### config.mk
export PLATFORM = sky130hd
export DESIGN_NAME = mem_access_unit
export DESIGN_NICKNAME = d
export VERILOG_FILES = /design/src/rtl/mem_access_unit.sv
export SDC_FILE = /design/constraint.sdc
export NUM_CORES = 1
export LEC_CHECK = 0
export ABC_AREA = 1
export CAP_MARGIN = 15
export CORE_MARGIN = 2
export CORE_UTILIZATION = 43
export DETAILED_ROUTE_END_ITERATION = 12
export PLACE_DENSITY = 0.8
export SLEW_MARGIN = 20
export SYNTH_ARGS = -nofsm -noshare
export SYNTH_HDL_FRONTEND = slang
export SYNTH_SLANG_ARGS = --single-unit
### constraint.sdc
create_clock -name clk -period 4 [get_ports clk]
set_clock_uncertainty 0.05 [all_clocks]
set_input_delay 0.6 -clock clk [delete_from_list [all_inputs] [get_ports clk]]
set_output_delay 0.6 -clock clk [all_outputs]
set_load 0.03 [all_outputs]
### src/rtl/mem_access_unit.sv
// MEM-stage data-memory access controller: byte/half/word loads and stores over a
// variable-latency ack bus. Optional WAIT timeout is enabled by defining MEM_ACC_TIMEOUT_EN.
module mem_access_unit #(
    parameter int TIMEOUT = 255,
    parameter int TO_W    = 8
) (
    input  logic        clk,
    input  logic        rst,
    input  logic [31:0] MEM_aluResult,
    input  logic [31:0] MEM_rtData,
    input  logic        MEM_MemRead,
    input  logic        MEM_MemWrite,
    input  logic [1:0]  MEM_MemSize,
    input  logic        MEM_MemSigned,
    output logic [31:0] dmOut,
    output logic        stall,
    output logic        addr_exc,
    output logic        bus_err,
    output logic        bus_req,
    output logic        bus_we,
    output logic [31:0] bus_addr,
    output logic [3:0]  bus_be,
    output logic [31:0] bus_wdata,
    input  logic        bus_ack,
    input  logic [31:0] bus_rdata
);

    typedef enum logic [1:0] {S_IDLE, S_WAIT, S_DONE} state_t;

    if ((64'd1 << TO_W) <= 64'(TIMEOUT)) begin : g_bad_cfg
        $error("TO_W too narrow for TIMEOUT");
    end

    state_t      state_q, state_d;
    logic [31:0] dmout_q, dmout_d;
    logic        addr_exc_q, addr_exc_d;
    logic        bus_req_q, bus_req_d;
    logic        bus_we_q, bus_we_d;
    logic [31:0] bus_addr_q, bus_addr_d;
    logic [3:0]  bus_be_q, bus_be_d;
    logic [31:0] bus_wdata_q, bus_wdata_d;
    // Load formatting attributes, captured with the request.
    logic [1:0]  lo_q, lo_d;
    logic [1:0]  size_q, size_d;
    logic        signed_q, signed_d;

    logic        access, misaligned;
    logic [3:0]  be_new;
    logic [31:0] wdata_new;
    logic [7:0]  byte_sel;
    logic [15:0] half_sel;
    logic [31:0] load_fmt;

`ifdef MEM_ACC_TIMEOUT_EN
    logic [TO_W-1:0] cnt_q, cnt_d;
    logic            bus_err_q, bus_err_d;
`endif

    // Request decode, lane steering and load formatting.
    always_comb begin
        access     = MEM_MemRead | MEM_MemWrite;
        misaligned = ((MEM_MemSize == 2'b01) & MEM_aluResult[0]) |
                     (MEM_MemSize[1] & (|MEM_aluResult[1:0]));

        be_new    = 4'b1111;
        wdata_new = MEM_rtData;
        case (MEM_MemSize)
            2'b00: begin
                be_new    = 4'b0001 << MEM_aluResult[1:0];
                wdata_new = {4{MEM_rtData[7:0]}};
            end
            2'b01: begin
                be_new    = MEM_aluResult[1] ? 4'b1100 : 4'b0011;
                wdata_new = {2{MEM_rtData[15:0]}};
            end
            default: ;
        endcase

        case (lo_q)
            2'b00:   byte_sel = bus_rdata[7:0];
            2'b01:   byte_sel = bus_rdata[15:8];
            2'b10:   byte_sel = bus_rdata[23:16];
            default: byte_sel = bus_rdata[31:24];
        endcase
        half_sel = lo_q[1] ? bus_rdata[31:16] : bus_rdata[15:0];

        case (size_q)
            2'b00:   load_fmt = {{24{signed_q & byte_sel[7]}}, byte_sel};
            2'b01:   load_fmt = {{16{signed_q & half_sel[15]}}, half_sel};
            default: load_fmt = bus_rdata;
        endcase
    end

    always_comb begin
        // NOTE: every signal is given its hold value first so no path can infer a latch.
        state_d     = state_q;
        dmout_d     = dmout_q;
        addr_exc_d  = addr_exc_q;
        bus_req_d   = bus_req_q;
        bus_we_d    = bus_we_q;
        bus_addr_d  = bus_addr_q;
        bus_be_d    = bus_be_q;
        bus_wdata_d = bus_wdata_q;
        lo_d        = lo_q;
        size_d      = size_q;
        signed_d    = signed_q;
`ifdef MEM_ACC_TIMEOUT_EN
        cnt_d       = cnt_q;
        bus_err_d   = bus_err_q;
`endif
        stall = (state_q == S_WAIT) | ((state_q == S_IDLE) & access);

        case (state_q)
            S_IDLE: begin
                if (access && misaligned) begin
                    state_d    = S_DONE;
                    addr_exc_d = 1'b1;
                    dmout_d    = 32'h0;
                end else if (access) begin
                    state_d     = S_WAIT;
                    bus_req_d   = 1'b1;
                    bus_we_d    = MEM_MemWrite;
                    bus_addr_d  = {MEM_aluResult[31:2], 2'b00};
                    bus_be_d    = be_new;
                    bus_wdata_d = wdata_new;
                    lo_d        = MEM_aluResult[1:0];
                    size_d      = MEM_MemSize;
                    signed_d    = MEM_MemSigned;
`ifdef MEM_ACC_TIMEOUT_EN
                    cnt_d       = '0;
`endif
                end
            end
            S_WAIT: begin
                if (bus_ack) begin
                    state_d   = S_DONE;
                    bus_req_d = 1'b0;
                    if (!bus_we_q) dmout_d = load_fmt;
                end
`ifdef MEM_ACC_TIMEOUT_EN
                // A late ack on the timeout cycle still completes normally.
                else if (cnt_q == TO_W'(TIMEOUT)) begin
                    state_d   = S_DONE;
                    bus_req_d = 1'b0;
                    bus_err_d = 1'b1;
                    dmout_d   = 32'h0;
                end else begin
                    cnt_d = cnt_q + 1'b1;
                end
`endif
            end
            default: begin
                state_d    = S_IDLE;
                addr_exc_d = 1'b0;
`ifdef MEM_ACC_TIMEOUT_EN
                bus_err_d  = 1'b0;
`endif
            end
        endcase
    end

    // NOTE: sequential state uses non-blocking assignments so all flops update together.
    always_ff @(posedge clk or posedge rst) begin
        if (rst) begin
            state_q     <= S_IDLE;
            dmout_q     <= 32'h0;
            addr_exc_q  <= 1'b0;
            bus_req_q   <= 1'b0;
            bus_we_q    <= 1'b0;
            bus_addr_q  <= 32'h0;
            bus_be_q    <= 4'h0;
            bus_wdata_q <= 32'h0;
            lo_q        <= 2'b00;
            size_q      <= 2'b00;
            signed_q    <= 1'b0;
        end else begin
            state_q     <= state_d;
            dmout_q     <= dmout_d;
            addr_exc_q  <= addr_exc_d;
            bus_req_q   <= bus_req_d;
            bus_we_q    <= bus_we_d;
            bus_addr_q  <= bus_addr_d;
            bus_be_q    <= bus_be_d;
            bus_wdata_q <= bus_wdata_d;
            lo_q        <= lo_d;
            size_q      <= size_d;
            signed_q    <= signed_d;
        end
    end

`ifdef MEM_ACC_TIMEOUT_EN
    always_ff @(posedge clk or posedge rst) begin
        if (rst) begin
            cnt_q     <= '0;
            bus_err_q <= 1'b0;
        end else begin
            cnt_q     <= cnt_d;
            bus_err_q <= bus_err_d;
        end
    end
    assign bus_err = bus_err_q;
`else
    assign bus_err = 1'b0;
`endif

    assign dmOut     = dmout_q;
    assign addr_exc  = addr_exc_q;
    assign bus_req   = bus_req_q;
    assign bus_we    = bus_we_q;
    assign bus_addr  = bus_addr_q;
    assign bus_be    = bus_be_q;
    assign bus_wdata = bus_wdata_q;

endmodule
==> out/summary.md <==
Power and ir drop
- **power density relative to cell area** 829 nW/µm²
- **leakage power** 3.59 nW
- **VDD IR-drop max** 0.474 mV

Timing
- **worst-case hold slack** 0.427 ns
- **final setup vio count** 0
- **setup repair after global routing missed its margin** no
- **measured slew at the worst slew-check pin** 0.751 ns
- **Final period util** 0.721
- **Setup TNS Final** 0 ns
- **max_slew headroom** 0.499
- **timing-limited maximum frequency** 347 MHz
- **number of hold violations in the final report** 0
- **minimum clock period** 2.88 ns
- **Max Transition Viols Final** 0
- **setup slack after layout** 1.12 ns

GRT
- **antenna violations before repair** 0
- **via count of the first global-routing pass** 5,179
- **leftover overflow at the end of global routing** 0
- **total global-route track usage** 0.246
- **wire length of the first global-routing pass** 25.0 mm
- **largest net degree at the start of global routing** 65

Finish
- **fraction of layout instances using a drive strength above 1** 0.0360
- **top library cells by usage in the layout, fill and taps aside** sky130_fd_sc_hd__nand2_1 (308), sky130_fd_sc_hd__clkdlybuf4s50_1 (205), sky130_fd_sc_hd__dfrtp_1 (108), sky130_fd_sc_hd__a21oi_1 (43), sky130_fd_sc_hd__nor2_1 (34)
- **nets@finish** 933
- **most common cell after layout, fill and taps aside** sky130_fd_sc_hd__nand2_1
- **number of antenna cells inserted** 0
- **area of all placed cells without fillers** 7400 µm²
- **layout-stage area growth over the synthesis result** 47.3%

Worst setup path
- **critical setup path kind** input pin to output pin
- **worst-path fanout max** 3
- **sort of element at the end of the critical path** output pin
- **data required time of the critical path** 3.35 ns
- **worst path arrival time** 2.23 ns
- **critical path startpoint category** input pin

Synthesis
- **number of warning messages in the yosys log** 0
- **sequential area share after synthesis** 0.538
- **Syn Area/Cell** 7.81 µm²
- **register bit total from synthesis** 108
- **synthesized area** 5020 µm²
- **number of distinct standard cells referenced by the synthesized netlist** 27
- **Post-Synthesis Cells** 643

Routing
- **wire length per cell after detailed routing** 15.7 µm
- **Pre-antenna DRT Iters** 5
- **DRC violations left** 0
- **ANT nets after route** 0
- **via total after detailed routing** 5,031
- **via count normalized by instance count** 5.15
- **First DRT Iteration DRCs** 370
- **post-detailed-routing wire length** 15.3 mm

Place
- **routability-driven placement congestion ratio** 0.878
- **IO Port Bufs** 205
- **estimated wirelength of the detail-placed design** 10.9 mm
- **pre-CTS setup slack** 1.11 ns
- **cell area reported after detailed placement** 7100 µm²

Clocking
- **number of hold buffers added after CTS** 0
- **latest clock arrival within the worst-skew pair** 0.34 ns
- **Clock Sink Count** 108
- **clock transition at the registers of the reported paths** 0.07 ns
- **cts bufs inserted** 9
- **cell at the root of the clock tree** sky130_fd_sc_hd__clkbuf_16
- **Setup Fix Bufs, Post-CTS** 0
- **TritonCTS clock tree** done
- **H-tree depth** 3
- **buffer levels on the longest clock path** 2
- **Post-CTS Resized** 0

Die
- **core region area** 11,400 µm²
- **initial standard-cell utilization of the core** 0.440
- **cell row count** 39
- **die extent in y** 112 µm
- **DIE AREA** 12,600 µm²
- **Die Wd** 112 µm
- **Top-Level Pins** 209

Worst hold path
- **class of the worst hold path** flop to flop

Outcome
- **outcome** finished, final reports clean

Flow run
- **max-cap violations** 0

## cell usage after synthesis (all sizes together)
master	count	area, µm²
o21bai	1	7.51
o211ai	11	82.6
inv	27	104
clkinv	1	3.75
nor3	2	21.3
dfrtp	108	2700
nor2	37	151
buf	32	189
o21a	6	45.0
nand2	311	1170
a21oi	43	215
conb	1	3.75
clkbuf	4	15.0
nand3	24	130
o21ai	35	179
## flip-flops by register name, indices dropped and copies added (netlist names)
name,flops
bus_wdata,32
state_q,2
addr_exc,1
bus_addr,30
bus_req,1
size_q,2
bus_we,1
bus_be,4
dmOut,32
signed_q,1
lo_q,2
## power breakdown
part	leakage (nW)	internal [mW]	switching (mW)
registers	1.35	1.59	0.373
logic	2.09	1.26	2.03
clock network	0.140	0.505	0.385
## kinds of logic after synthesis
family | count (synthesis) | synth area share
AO/OA/AOI/OAI | 96 | 0.105
buffers and inverters | 64 | 0.0620
flip-flops | 108 | 0.538
other | 1 | 0.000746
AND/OR/NAND/NOR | 374 | 0.294
## path summary, 6_finish.rpt
| kind | to | slack (ns) | depth (start not counted) | start |
|---|---|---|---|---|
| worst max-delay path | stall | 1.12 | 6 | MEM_MemWrite |
| worst min-delay path | bus_req | 0.43 | 2 | bus_req |
| worst max register to register | dmOut[24] | 1.51 | 7 | size_q[1] |
| worst min register to register | bus_req | 0.43 | 2 | bus_req |
| max in group asynchronous | bus_addr[6] | 2.50 | 3 | rst |
| min in group asynchronous | dmOut[31] | 0.66 | 2 | rst |
## critical path, cell delays in order
cell and delay, ns:
sky130_fd_sc_hd__clkdlybuf4s50_1 0.48, sky130_fd_sc_hd__nor2_1 0.07, sky130_fd_sc_hd__nor3_1 0.28, sky130_fd_sc_hd__inv_1 0.07, sky130_fd_sc_hd__nand2_1 0.06, sky130_fd_sc_hd__clkdlybuf4s50_1 0.67
## layer usage
metal	vias to the layer above	share of wire	global-route usage
li1	2384	-	-
met1	2352	0.39	0.301
met2	266	0.47	0.397
met3	29	0.11	0.0961
met4	0	0.026	0.0927
met5	-	0	0
## per-stage QoR
step           instances  utilization  total power, mW
2_1_floorplan        645            -             3.92
3_3_place_gp         961        0.622             5.18
3_5_place_dp         961        0.622             5.25
4_1_cts              977        0.648             6.18
5_1_grt              977        0.648             6.54
6_report             977        0.648             6.14
## final cells by class
class                      instances  area (µm²)
timing repair buffer             209        2090
inverter                          28         110
tap                              143         179
clock inverter                     3        46.3
sequential                       108        2700
multi-input combinational        473        2020
fill                             982        4020
clock buffer                      13         250
Power figures use the tool's default switching activity.
